`src/rtl/rv_pipe_pkg.sv`:
```
// rtl/rv_pipe_pkg.sv - shared pipeline types for the hazard scoreboard
package rv_pipe_pkg;

  localparam int HZ_RA_W = 5;
  localparam int FWD_RF  = 0;

  typedef struct packed {
    logic               valid;
    logic [HZ_RA_W-1:0] rda;
    logic               rfwe;
    logic               load;
  } hz_entry_t;

endpackage

```
`src/rtl/rv_fwd_pick.sv`:
```
// rtl/rv_fwd_pick.sv - youngest-match forwarding select for one source operand
module rv_fwd_pick
  import rv_pipe_pkg::*;
#(
  parameter int XLEN       = 32,
  parameter int RA_W       = HZ_RA_W,
  parameter int NSTAGES    = 3,
  parameter int LOAD_STAGE = 1,
  parameter int SEL_W      = $clog2(NSTAGES + 1)
) (
  input  hz_entry_t [NSTAGES-1:0]   entries_i,
  input  logic [NSTAGES*XLEN-1:0]   stage_data_i,
  input  logic [RA_W-1:0]           rsa_i,
  input  logic                      jump_i,
  output logic [SEL_W-1:0]          sel_o,
  output logic [XLEN-1:0]           data_o,
  output logic                      hazard_o
);

  // Walk oldest to youngest so the lowest-index match overwrites any older one.
  always_comb begin
    sel_o    = SEL_W'(FWD_RF);
    data_o   = '0;
    hazard_o = 1'b0;
    for (int k = NSTAGES - 1; k >= 0; k--) begin
      if (entries_i[k].valid && entries_i[k].rfwe &&
          (entries_i[k].rda == rsa_i) && (rsa_i != '0)) begin
        if (entries_i[k].load ? (k >= LOAD_STAGE) : (jump_i ? (k >= 1) : 1'b1)) begin
          sel_o    = SEL_W'(k + 1);
          data_o   = stage_data_i[k*XLEN +: XLEN];
          hazard_o = 1'b0;
        end else begin
          sel_o    = SEL_W'(FWD_RF);
          data_o   = '0;
          hazard_o = 1'b1;
        end
      end
    end
  end

endmodule

```
`src/rtl/rv_hazard_scoreboard.sv`:
```
// rtl/rv_hazard_scoreboard.sv - in-flight destination scoreboard with forwarding and stall control
module rv_hazard_scoreboard
  import rv_pipe_pkg::*;
#(
  parameter int XLEN       = 32,
  parameter int RA_W       = HZ_RA_W,
  parameter int NSTAGES    = 3,
  parameter int LOAD_STAGE = 1,
  parameter int CNT_W      = 16,
  parameter int SEL_W      = $clog2(NSTAGES + 1)
) (
  input  logic                    clk,
  input  logic                    rst,
  input  logic                    ex_stall,
  input  logic                    i_flush,
  input  logic                    i_d_valid,
  input  logic [RA_W-1:0]         i_d_rs1a,
  input  logic [RA_W-1:0]         i_d_rs2a,
  input  logic [RA_W-1:0]         i_d_rda,
  input  logic                    i_d_rfwe,
  input  logic                    i_d_load,
  input  logic                    i_d_jump,
  input  logic [NSTAGES*XLEN-1:0] i_stage_data,
  output logic [SEL_W-1:0]        o_fwd1_sel,
  output logic [SEL_W-1:0]        o_fwd2_sel,
  output logic [XLEN-1:0]         o_fwd1_data,
  output logic [XLEN-1:0]         o_fwd2_data,
  output logic                    o_stall,
  output logic [CNT_W-1:0]        o_stall_cnt
);

  hz_entry_t [NSTAGES-1:0] entries_q, entries_d;
  logic [CNT_W-1:0]        cnt_q, cnt_d;
  hz_entry_t               dec_entry;
  logic                    haz1, haz2;

  rv_fwd_pick #(
    .XLEN(XLEN), .RA_W(RA_W), .NSTAGES(NSTAGES), .LOAD_STAGE(LOAD_STAGE), .SEL_W(SEL_W)
  ) u_pick_rs1 (
    .entries_i    (entries_q),
    .stage_data_i (i_stage_data),
    .rsa_i        (i_d_rs1a),
    .jump_i       (i_d_jump),
    .sel_o        (o_fwd1_sel),
    .data_o       (o_fwd1_data),
    .hazard_o     (haz1)
  );

  rv_fwd_pick #(
    .XLEN(XLEN), .RA_W(RA_W), .NSTAGES(NSTAGES), .LOAD_STAGE(LOAD_STAGE), .SEL_W(SEL_W)
  ) u_pick_rs2 (
    .entries_i    (entries_q),
    .stage_data_i (i_stage_data),
    .rsa_i        (i_d_rs2a),
    .jump_i       (i_d_jump),
    .sel_o        (o_fwd2_sel),
    .data_o       (o_fwd2_data),
    .hazard_o     (haz2)
  );

  assign o_stall     = i_d_valid & ~i_flush & (haz1 | haz2);
  assign o_stall_cnt = cnt_q;

  always_comb begin
    dec_entry       = '0;
    dec_entry.valid = 1'b1;
    dec_entry.rda   = i_d_rda;
    dec_entry.rfwe  = i_d_rfwe;
    dec_entry.load  = i_d_load;
    entries_d       = entries_q;
    cnt_d           = cnt_q;
    // An external stall freezes everything, including a pending hazard's bubble and count.
    if (!ex_stall) begin
      for (int k = NSTAGES - 1; k >= 1; k--) begin
        entries_d[k] = entries_q[k-1];
      end
      entries_d[0] = (o_stall || i_flush || !i_d_valid) ? '0 : dec_entry;
      if (o_stall && (cnt_q != '1)) begin
        cnt_d = cnt_q + CNT_W'(1);
      end
    end
  end

  always_ff @(posedge clk) begin
    if (rst) begin
      entries_q <= '0;
      cnt_q     <= '0;
    end else begin
      entries_q <= entries_d;
      cnt_q     <= cnt_d;
    end
  end

endmodule

```
`config.mk`:
```
export PLATFORM = sky130hd
export DESIGN_NAME = rv_hazard_scoreboard
export DESIGN_NICKNAME = d
export VERILOG_FILES = /design/src/rtl/rv_pipe_pkg.sv /design/src/rtl/rv_fwd_pick.sv /design/src/rtl/rv_hazard_scoreboard.sv
export SDC_FILE = /design/constraint.sdc
export NUM_CORES = 1
export LEC_CHECK = 0
export BUFFER_PORTS_ARGS = -buffer_cell sky130_fd_sc_hd__buf_2
export CAP_MARGIN = 20
export CORE_MARGIN = 1.5
export CORE_UTILIZATION = 45
export DETAILED_ROUTE_END_ITERATION = 10
export PLACE_DENSITY = 0.8
export REMOVE_ABC_BUFFERS = 1
export SYNTH_ARGS = -nofsm -noshare
export SYNTH_HDL_FRONTEND = slang
export SYNTH_SLANG_ARGS = --single-unit
```
`constraint.sdc`:
```
create_clock -name clk -period 5.7 [get_ports clk]
set_clock_uncertainty 0.15 [all_clocks]
set_input_delay 1.14 -clock clk [delete_from_list [all_inputs] [get_ports clk]]
set_output_delay 1.14 -clock clk [all_outputs]
set_load 0.02 [all_outputs]
```
==> impl_results.md, run 1 <==
- CP top delay family: simple AND/OR/NAND/NOR gates
- Clk pwr share: 33.9%
- First-pass GRT wire length: 21.1 mm
- Top-Level Pins: roughly 200
- Finished Layout Cells: 832
- Gr busiest metal: met2
- Worst-Skew Late Latency: 0.29 ns
- CTS tree: built
- Slowest stage delay, CP: 0.82 ns
- IR drop worst, VDD: 0.117 mV
- Mapped Area: approximately 0.0039 mm2
- Comb power frac: 19.0%
- Sw Share: 28.0%
- Remaining Overflow, GRT: 0
- Clk sinks: 38
- Drt first pass iters: 6
- Power density over cell area: around 110 mW/mm2
- # nets final: 846
- Via count: between 5000 and 6000
- Post-synth EDFFs: 0
- Portion of netlist area occupied by mux cells: 8.25%
- CTS Buf Count: 5
- Post-place setup slack: 0.954 ns
- Relative slew slack: 28.8%
- Share of the synthesized area in the top cell type: 19.7%
- Top cells by area, synth: dfxtp_1 20%, a21oi_1 14%, nand3_1 9.2%, a31oi_1 5.7%, xnor2_1 5.4%
- M3 GR Usage: under 10%
- FMAX: ~0.21 GHz
- Initial antenna violation count: 0
- # rows: 33
- Least-Margin Pin Slew: about 1.1 ns
- Final instance area: 0.00500 mm2
- CP endpoint kind: output pin
- Crit path max fanout: 46
- Final Hold Viols: 0
- Die width: between 90 and 100 um
- Remaining antenna violation count after routing: 0
- Status: completed
- Routed Wire Length: 14.2 mm
- Chip Height: 95.7 um
- Worst path cell trace: buf_2 > or4_1 > nor2_1 > or4_2 > a21oi_1 > a21oi_1 > buf_2
- DR WL/cell: 17.0 um
- CP Buf/Inv Count: 2
- Initial Util: 46.8%
- Internal: 0.000414 W
- Met2 usage: 49.2%
- RePlAce Congestion: 0.912
- CP arrival: around 3.5 ns
- Post-Synth XOR/XNOR Area: between 6 and 7%
- Post-CTS Setup Bufs: 0
- Simple-gate share of the synthesized area: 28.9%
- N_diodes: 0
- DR DRC count: 0
- Vias per inst: roughly 6.3
- Setup Crit Path Kind: primary input to output pin
- Synth area leader: dfxtp_1
- Starting DRC count in detailed routing: 488
- Startpoint Class: primary input
- Final Cycle Share: 83.8%
- Synth Area per Inst: slightly below 7 um2
- Post-CTS resize count: 0
- Placed cells: 823
- Die area: about 0.0092 mm2
- Total GRT Usage: 28.5%
- Pleak: 2.16 nW
- Seq/Total Area, Yosys: 19.7%
- Period minus WS final: about 4.8 ns
- Total power: roughly 0.00057 W
- Largest net degree at the start of global routing: 49
- Core region area: 0.00826 mm2
- H-tree depth: 2
- Share of cells above drive strength 1: 34.7%
- Worst path required time: 4.41 ns
- Cells after synthesis: 558
- Fin util: 60.5%
- Post-DP HPWL: just over 10 mm
- Root buffer cell: clkbuf_8
- Sequential power share: 47.1%
- Cell variety after synth: 44
- Top-count cell post-synth: a21oi_1
- Hold_buf cts: 0
- Post-synth ARST share: 0%
- Placed inst area: a little under 0.005 mm2
- Slowest CP cell: or4_2
- Clk buf depth: 2
- IO buf count: 203
- Slew Limit Fails: 0
- Synth Area in Compound Gates: 28.7%
- Vias in the first global route: 4508
- Unrepaired setup endpoints after global routing: false
- Psw: 0.000161 W
- Largest family of logic cells by synthesized area: simple AND/OR/NAND/NOR gates
- Max-cap violations: 0
- Main synth FF type: dfxtp_1
- HP Class: flop to flop
- Final setup violation count: 0
- Synthesis Warnings: 0
- Layout area overhead: 29.2%
- Post-synth top cells: 110 x a21oi_1, 71 x nand3_1, 44 x nor2_1
- Clock-pin slew on the worst setup and hold paths: ~0.07 ns
- Register bit total from synthesis: 38
- Synth Area in Adders: 0.324%
- Worst Slack Setup Final: 0.921 ns
- Grt met1 use: a little over a third
-- per-layer routing --
layer	vias to the layer above	part of all wire, %
met5	-	0
met4	0	3.1
met3	62	9.7
met2	368	48
met1	2366	39
li1	2408	-
-- cell usage in the layout, fill, tap and decap left out, drive strengths merged, types with 7 or more instances in the layout --
master / instances
buf: 217
a21oi: 110
nand3: 71
nor2: 44
dfxtp: 38
a31oi: 35
xnor2: 24
nand2: 22
o21ai: 22
mux2i: 15
mux2: 15
nor4b: 13
nand4: 12
nor2b: 12
inv: 7
a32o: 7
nor3: 7
clkbuf: 7
nor4: 7
-- path summary, 6_finish.rpt --
check	from	to	slack, ns	cells after the start
min reg2reg	entries_q[23]	entries_q[23]	0.35	2
max reg2reg	entries_q[6]	o_stall_cnt[14]	2.52	6
min	entries_q[23]	entries_q[23]	0.35	2
max	i_d_rs2a[1]	o_fwd2_data[3]	0.92	7
-- area by class of cell --
type	instances	area, um2
clock buffer	7	86.3
clock inverter	1	5.00
fill	787	3260
inverter	7	26.3
multi-input combinational	457	2860
sequential	38	761
tap	105	131
timing repair buffer	217	1120
-- power groups by stage --
| stage | clock, W | sequential [W] | combinational (W) |
|---|---|---|---|
| floorplan | 0 | 0.000276 | 0.0000336 |
| global placement | 0 | 0.000277 | 0.000106 |
| detailed placement | 0 | 0.000277 | 0.000107 |
| CTS | 0.000199 | 0.000271 | 0.000107 |
| global route | 0.000209 | 0.000271 | 0.000117 |
| finish | 0.000195 | 0.000271 | 0.000109 |
-- state kept, by name, indices dropped and copies added, names as in the netlist --
register	count
o_stall_cnt	16
entries_q	22
-- tightest hold or removal path, cell delays in order, from the launching register on --
cell and delay [ns]:
dfxtp_1 0.33, mux2i_1 0.07, nor2_1 0.07
-- cell families (layout without fill, tap and decap cells) --
kind of cell             Yosys count  in the layout
multiplexers                      30             30
adder cells (fa/ha/maj)            1              1
buffers and inverters             63            232
flip-flops                        38             38
AND/OR/NAND/NOR                  210            210
XOR/XNOR                          30             30
AO/OA/AOI/OAI                    186            186
-- stage by stage --
stage,hold WS (ns),TNS [ns]
6_report,0.349,0
3_5_place_dp,0.338,0
2_1_floorplan,0.305,-1.67
4_1_cts,0.356,0
5_1_grt,0.389,0
3_3_place_gp,0.317,0
No activity file was read; power rests on OpenSTA's default activity.
==> run 2, diff against run 1 <==
==> constraint.sdc (replaced) <==
create_clock -name clk -period 4.72 [get_ports clk]
set_clock_uncertainty 0.15 [all_clocks]
set_input_delay 0.944 -clock clk [delete_from_list [all_inputs] [get_ports clk]]
set_output_delay 0.944 -clock clk [all_outputs]
set_load 0.02 [all_outputs]
==> impl_results.md, run 2 (synthesis results as in run 1) <==
- Total GRT Usage: 29.2% (+0.60 points)
- Most common cell after layout, fill and taps aside: buf_2
- Max-cap violations: 0 (unchanged)
- Via count: 5144 (-1.2%)
- Critical Path Most Common Cell: buf_2
- Worst r2r src: entries_q[3]
- CTS tree: built
- Starting DRC count in detailed routing: 306 (-37%)
- Routed Wire Length: 14.2 mm (about the same)
- Setup Crit Path Kind: primary input to output pin
- Root buffer cell: clkbuf_8
- Vias in the first global route: 4686 (+3.9%)
- Remaining antenna violation count after routing: 0 (unchanged)
- Worst Slack Setup Final: 0.404 ns (-0.516 ns)
- Final instance area: 0.00507 mm2 (+1.4%)
- Die area: 0.00916 mm2 (unchanged)
- Worst reg-to-reg setup slack: 1.58 ns (-0.94 ns)
- Period minus WS final: 4.32 ns
- Largest Register: entries_q
- Worst Hold Depth: 2 (unchanged)
- DR DRC count: 0 (unchanged)
- DR WL/cell: 17.0 um (-0.42%)
- Clock-pin slew on the worst setup and hold paths: 0.08 ns (about the same)
- Worst path cell trace: buf_2 > or4_1 > o211ai_1 > or2_2 > nand3_1 > a21oi_1 > buf_2
- Power density over cell area: 157 mW/mm2 (+36%)
- Initial antenna violation count: 1 (+1)
- IR drop worst, VDD: 0.178 mV (+52%)
- Worst path required time: 3.63 ns (-0.78 ns)
- Placed cells: 825 (+0.24%)
- Placed inst area: 0.00492 mm2 (+0.56%)
- Slowest stage delay, CP: 0.63 ns (-0.19 ns)
- CP arrival: 3.22 ns (-0.27 ns)
- CTS Buf Count: 5 (unchanged)
- R2R depth: 6 (unchanged)
- Status: completed
- Post-DP HPWL: 10.4 mm (+1.6%)
- # nets final: 847 (+0.12%)
- Total power: 0.000794 W (+38%)
- Share of cells above drive strength 1: 34.9% (+0.23 points)
- Hold_buf cts: 0 (unchanged)
- Vias per inst: 6.16 (-1.5%)
- Post-place setup slack: 0.408 ns (-0.545 ns)
- HP Class: flop to flop
- Least-Margin Pin Slew: 0.995 ns (-0.0696 ns)
- Final setup violation count: 0 (unchanged)
- Clk sinks: 38 (unchanged)
- R2R Path End: o_stall_cnt[14]
- Final Cycle Share: 91.4%
- Die width: 95.7 um (unchanged)
- Unrepaired setup endpoints after global routing: false
- Fillcell total: 775 (-1.5%)
- WHS Endpoint: entries_q[17]
- Slowest CP cell: or2_2
- # rows: 33 (unchanged)
- Largest net degree at the start of global routing: 49 (unchanged)
- Chip Height: 95.7 um (unchanged)
- Finished Layout Cells: 835 (+0.36%)
- Startpoint Class: primary input
- Top-Level Pins: 204 (unchanged)
- Slew Limit Fails: 0 (unchanged)
- Clk buf depth: 2 (unchanged)
- First-pass GRT wire length: 21.5 mm (+2.0%)
- Worst Hold Launch: entries_q[17]
- Core region area: 0.00826 mm2 (unchanged)
- Post-CTS Setup Bufs: 0 (unchanged)
- Drt first pass iters: 5 (-1)
- Initial Util: 46.8% (unchanged)
- Post-CTS resize count: 0 (unchanged)
- Worst-Skew Late Latency: 0.30 ns (about the same)
- Relative slew slack: 33.1% (+4.3 points)
- IO buf count: 203 (unchanged)
- FMAX: 0.232 GHz
- Pleak: 2.19 nW (+1.2%)
- Layout area overhead: 31.0%
- Commonest non-fill, non-tap cells in the layout: 203 x buf_2, 110 x a21oi_1, 71 x nand3_1
- RePlAce Congestion: 0.899 (-1.4%)
- Remaining Overflow, GRT: 0 (unchanged)
- Final Hold Viols: 0 (unchanged)
- H-tree depth: 2 (unchanged)
- Max FFs per register: 22 (unchanged)
- Crit path max fanout: 33 (-28%)
- CP endpoint kind: output pin
[run 2: cell count changes in the layout (fill, tap and decap cells not counted), sizes merged]
cell	delta
buf	+1
clkbuf	-2
diode	+2
bufinv	+2
[run 2: worst max path at each step]
| stage | from | to | slack [ns] | cells after the start |
|---|---|---|---|---|
| finish | i_d_rs2a[1] | o_fwd2_data[25] | 0.40 | 7 |
| global route | i_d_rs2a[1] | o_fwd2_data[4] | 0.23 | 7 |
| CTS | i_d_rs2a[1] | o_fwd2_data[6] | 0.40 | 7 |
| detailed placement | i_d_rs2a[1] | o_fwd2_data[6] | 0.41 | 7 |
| global placement | i_d_rs2a[1] | o_fwd2_data[6] | 0.44 | 7 |
| floorplan | i_d_rs2a[2] | o_fwd2_data[16] | -0.78 | 5 |
[run 2: power by group]
group	total (W)	internal (W)	switching [W]
sequential	0.000327	0.000323	0.00000386
clock	0.000334	0.000212	0.000122
combinational	0.000132	0.0000590	0.0000734
total	0.000794	0.000594	0.000200
[run 2: layer usage]
layer / global-route usage, % / share of wire, %
met5: 0 / 0
met2: 48.1 / 48
met4: 16.8 / 3.4
met1: 35.0 / 40
met3: 5.85 / 9.4
[run 2: stage by stage]
step / utilization [%] / hold slack (ns) / TNS, ns
after floorplan: - / 0.305 / -32.84
after global routing: 61.3 / 0.422 / 0
after CTS: 61.3 / 0.379 / 0
final: 61.3 / 0.383 / 0
after detailed placement: 59.6 / 0.339 / 0
after global placement: 59.6 / 0.320 / 0
[run 2: critical path: cells and delay by family]
| family | cells | cell delay (ns) |
|---|---|---|
| compound gates | 2 | 0.61 |
| buf+inv | 2 | 0.33 |
| simple gates | 3 | 1.32 |
[run 2: final cells by class]
cell class,instances,area [um2],share of cell area (%)
inverters,7,26.3,0.519
multi-input cells,457,2860,56.5
flip-flops and latches,38,761,15.0
well taps,105,131,2.59
diodes,2,5.00,0.0988
clock buffers,5,68.8,1.36
repair buffers,218,1140,22.5
clock inverters,3,68.8,1.36
==> run 3, diff against run 2 <==
--- a/config.mk
+++ b/config.mk
@@ -5,12 +5,12 @@
 export SDC_FILE = /design/constraint.sdc
 export NUM_CORES = 1
 export LEC_CHECK = 0
+export ABC_AREA = 1
 export BUFFER_PORTS_ARGS = -buffer_cell sky130_fd_sc_hd__buf_2
 export CAP_MARGIN = 20
-export CORE_MARGIN = 1.5
 export CORE_UTILIZATION = 45
 export DETAILED_ROUTE_END_ITERATION = 10
-export PLACE_DENSITY = 0.8
+export PLACE_DENSITY = 0.78
 export REMOVE_ABC_BUFFERS = 1
 export SYNTH_ARGS = -nofsm -noshare
 export SYNTH_HDL_FRONTEND = slang
==> constraint.sdc (replaced) <==
create_clock -name clk -period 4.3 [get_ports clk]
set_clock_uncertainty 0.15 [all_clocks]
set_input_delay 0.86 -clock clk [delete_from_list [all_inputs] [get_ports clk]]
set_output_delay 0.86 -clock clk [all_outputs]
set_load 0.02 [all_outputs]
==> impl_results.md, run 3 <==
- Worst path required time: 3.29 ns (-0.34 ns)
- Share of cells above drive strength 1: 27.6% (-7.3 points)
- # nets final: 1095 (+29%)
- Routed Wire Length: 13.6 mm (-3.9%)
- CTS Buf Count: 5 (unchanged)
- Worst setup endpoint: o_fwd2_data[31]
- Core region area: 0.00933 mm2 (+13%)
- IR drop worst, VDD: 0.125 mV (-30%)
- RePlAce Congestion: 0.878 (-2.4%)
- Post-synth ARST share: 0% (unchanged)
- Vias per inst: 4.92 (-20%)
- Main synth FF type: dfxtp_1
- Relative slew slack: 51.8% (+19 points)
- Post-place setup slack: 0.691 ns (+0.283 ns)
- Worst reg-to-reg setup slack: 2.19 ns (+0.61 ns)
- Top cells by area, synth: dfxtp_1 17%, inv_1 15%, nor2_1 12%, nand3_1 9.2%, a21oi_1 8.8%
- Comb power frac: 20.0% (+3.3 points)
- Share of the synthesized area in the top cell type: 17.4% (-2.2 points)
- Drt first pass iters: 5 (unchanged)
- Period minus WS final: approximately 3.6 ns
- Initial Util: 46.8% (-0.073 points)
- N_diodes: 0 (-2)
- Final setup violation count: 0 (unchanged)
- Max FFs per register: 22 (unchanged)
- HP Class: flop to flop
- Total power: 0.000835 W (+5.2%)
- Total GRT Usage: 25.8% (-3.3 points)
- Commonest non-fill, non-tap cells in the layout: 203 x buf_2, 170 x inv_1, 140 x nor2_1
- Synthesis Warnings: 0 (unchanged)
- Clock-pin slew on the worst setup and hold paths: 0.08 ns (about the same)
- Vias in the first global route: 4651 (-0.75%)
- Synth Area per Inst: 5.42 um2 (-22%)
- Largest net degree at the start of global routing: 68 (+39%)
- Worst Slack Setup Final: 0.684 ns (+0.280 ns)
- Power density over cell area: 152 mW/mm2 (-3.2%)
- Die width: 100 um (+5.0%)
- Post-CTS Setup Bufs: 0 (unchanged)
- Startpoint Class: primary input
- CP arrival: 2.61 ns (-0.61 ns)
- R2R Path End: entries_q[3]
- Seq/Total Area, Yosys: 17.4% (-2.2 points)
- Top-Level Pins: 204 (unchanged)
- Post-CTS resize count: 0 (unchanged)
- Post-synth top cells: 170 x inv_1, 140 x nor2_1, 83 x nand2_1
- Post-synth EDFFs: 0 (unchanged)
- Internal: 0.000603 W (+1.5%)
- Cell variety after synth: 34 (-23%)
- Most common cell after layout, fill and taps aside: buf_2
- Remaining Overflow, GRT: 0 (unchanged)
- First-pass GRT wire length: 21.6 mm (+0.58%)
- Worst r2r src: entries_q[0]
- Post-DP HPWL: 10.1 mm (-2.9%)
- Top-count cell post-synth: inv_1
- Clk sinks: 38 (unchanged)
- CTS tree: built
- Final hold slack: 0.339 ns (-0.0442 ns)
- Initial antenna violation count: 0 (-1)
- Mapped Area: 0.00436 mm2 (+13%)
- Pleak: 2.94 nW (+34%)
- Largest Register: entries_q
- Crit path from: i_d_rs2a[4]
- Via count: 5434 (+5.6%)
- Chip Height: 100 um (+5.0%)
- Remaining antenna violation count after routing: 0 (unchanged)
- Least-Margin Pin Slew: 0.722 ns (-0.274 ns)
- Crit path max fanout: 44 (+33%)
- CP endpoint kind: output pin
- Final Hold Viols: 0 (unchanged)
- Die area: 0.0101 mm2 (+10%)
- Clk pwr share: 35.5% (-6.6 points)
- Setup Crit Path Kind: primary input to output pin
- Cells after synthesis: 805 (+44%)
- # rows: 35 (+6.1%)
- Layout area overhead: 26.2%
- Clk buf depth: 2 (unchanged)
- Slew Limit Fails: 0 (unchanged)
- Starting DRC count in detailed routing: 286 (-6.5%)
- Worst-Skew Late Latency: 0.29 ns (about the same)
- DR WL/cell: 12.3 um (-27%)
- IO buf count: 203 (unchanged)
- H-tree depth: 2 (unchanged)
- Status: completed
- DR DRC count: 0 (unchanged)
- Sw Share: 27.8% (+2.6 points)
- Root buffer cell: clkbuf_8
- Max-cap violations: 0 (unchanged)
- Final Cycle Share: 84.1%
- Psw: 0.000232 W (+16%)
- Hold_buf cts: 0 (unchanged)
- R2R depth: 7 (+1)
- Unrepaired setup endpoints after global routing: false
- Sequential power share: 44.5% (+3.3 points)
- Register bit total from synthesis: 38 (unchanged)
- Synth area leader: dfxtp_1
- FMAX: about 0.28 GHz
-- run 3: changes by cell type after synthesis, sizes merged, moves of 20 or more --
cell | before | now
xnor2 | 24 | 4
inv | 7 | 177
nor2 | 44 | 144
nand2 | 22 | 84
o21ai | 22 | 84
a31oi | 35 | 0
-- run 3: power groups by stage --
stage	clock network [W]	logic (W)	registers (W)
after floorplan	0	0.0000775	0.000376
after global placement	0	0.000165	0.000379
after detailed placement	0	0.000165	0.000380
after CTS	0.000303	0.000165	0.000371
after global routing	0.000320	0.000188	0.000373
final	0.000296	0.000167	0.000371
-- run 3: routing by layer --
metal	wire (um)	GRT usage, %	share of wire [%]	vias up
met1	6250	35.7	46	2354
li1	-	-	-	2866
met5	0	0	0	-
met4	242	5.69	1.8	0
met2	6230	42.6	46	194
met3	890	3.61	6.5	20
-- run 3: through the flow --
step                cells  utilization (%)  setup TNS [ns]  instance area (um2)
detailed placement   1097             57.8               0                 5390
global route         1105             59.0               0                 5500
finish               1105             59.0               0                 5500
floorplan             757                -         -0.0140                 4100
global placement     1097             57.8               0                 5390
CTS                  1105             59.0               0                 5500
-- run 3: worst max-delay path: stages --
cell and delay (ns):
buf_2 0.10, inv_1 0.08, nand3_1 0.10, nor2_2 0.06, nor3b_2 0.24, nand2_2 0.30, buf_12 0.29, o21ai_0 0.17
inv_1 0.06, a21oi_1 0.13, buf_2 0.18
-- run 3: worst min path at each step --
| stage | start | to | slack, ns | depth (start not counted) |
|---|---|---|---|---|
| CTS | entries_q[1] | entries_q[1] | 0.34 | 2 |
| global placement | entries_q[17] | entries_q[17] | 0.32 | 2 |
| global route | entries_q[17] | entries_q[17] | 0.38 | 2 |
| detailed placement | entries_q[1] | entries_q[1] | 0.33 | 2 |
| floorplan | entries_q[7] | entries_q[7] | 0.30 | 2 |
| finish | entries_q[1] | entries_q[1] | 0.34 | 2 |
-- run 3: kinds of logic after synthesis --
| kind of cell | count (synthesis) | share of synthesized area, % |
|---|---|---|
| AND/OR/NAND/NOR | 340 | 34.2 |
| buffers and inverters | 226 | 21.3 |
| AO/OA/AOI/OAI | 190 | 24.8 |
| flip-flops | 38 | 17.4 |
| XOR/XNOR | 10 | 2.01 |
| adder cells (fa/ha/maj) | 1 | 0.287 |
-- run 3: final cells by class --
type | count | area (um2)
timing repair buffer | 211 | 1130
clock buffer | 5 | 68.8
sequential | 38 | 761
fill | 955 | 3820
inverter | 178 | 668
clock inverter | 3 | 40.0
tap | 129 | 161
multi-input combinational | 541 | 2680
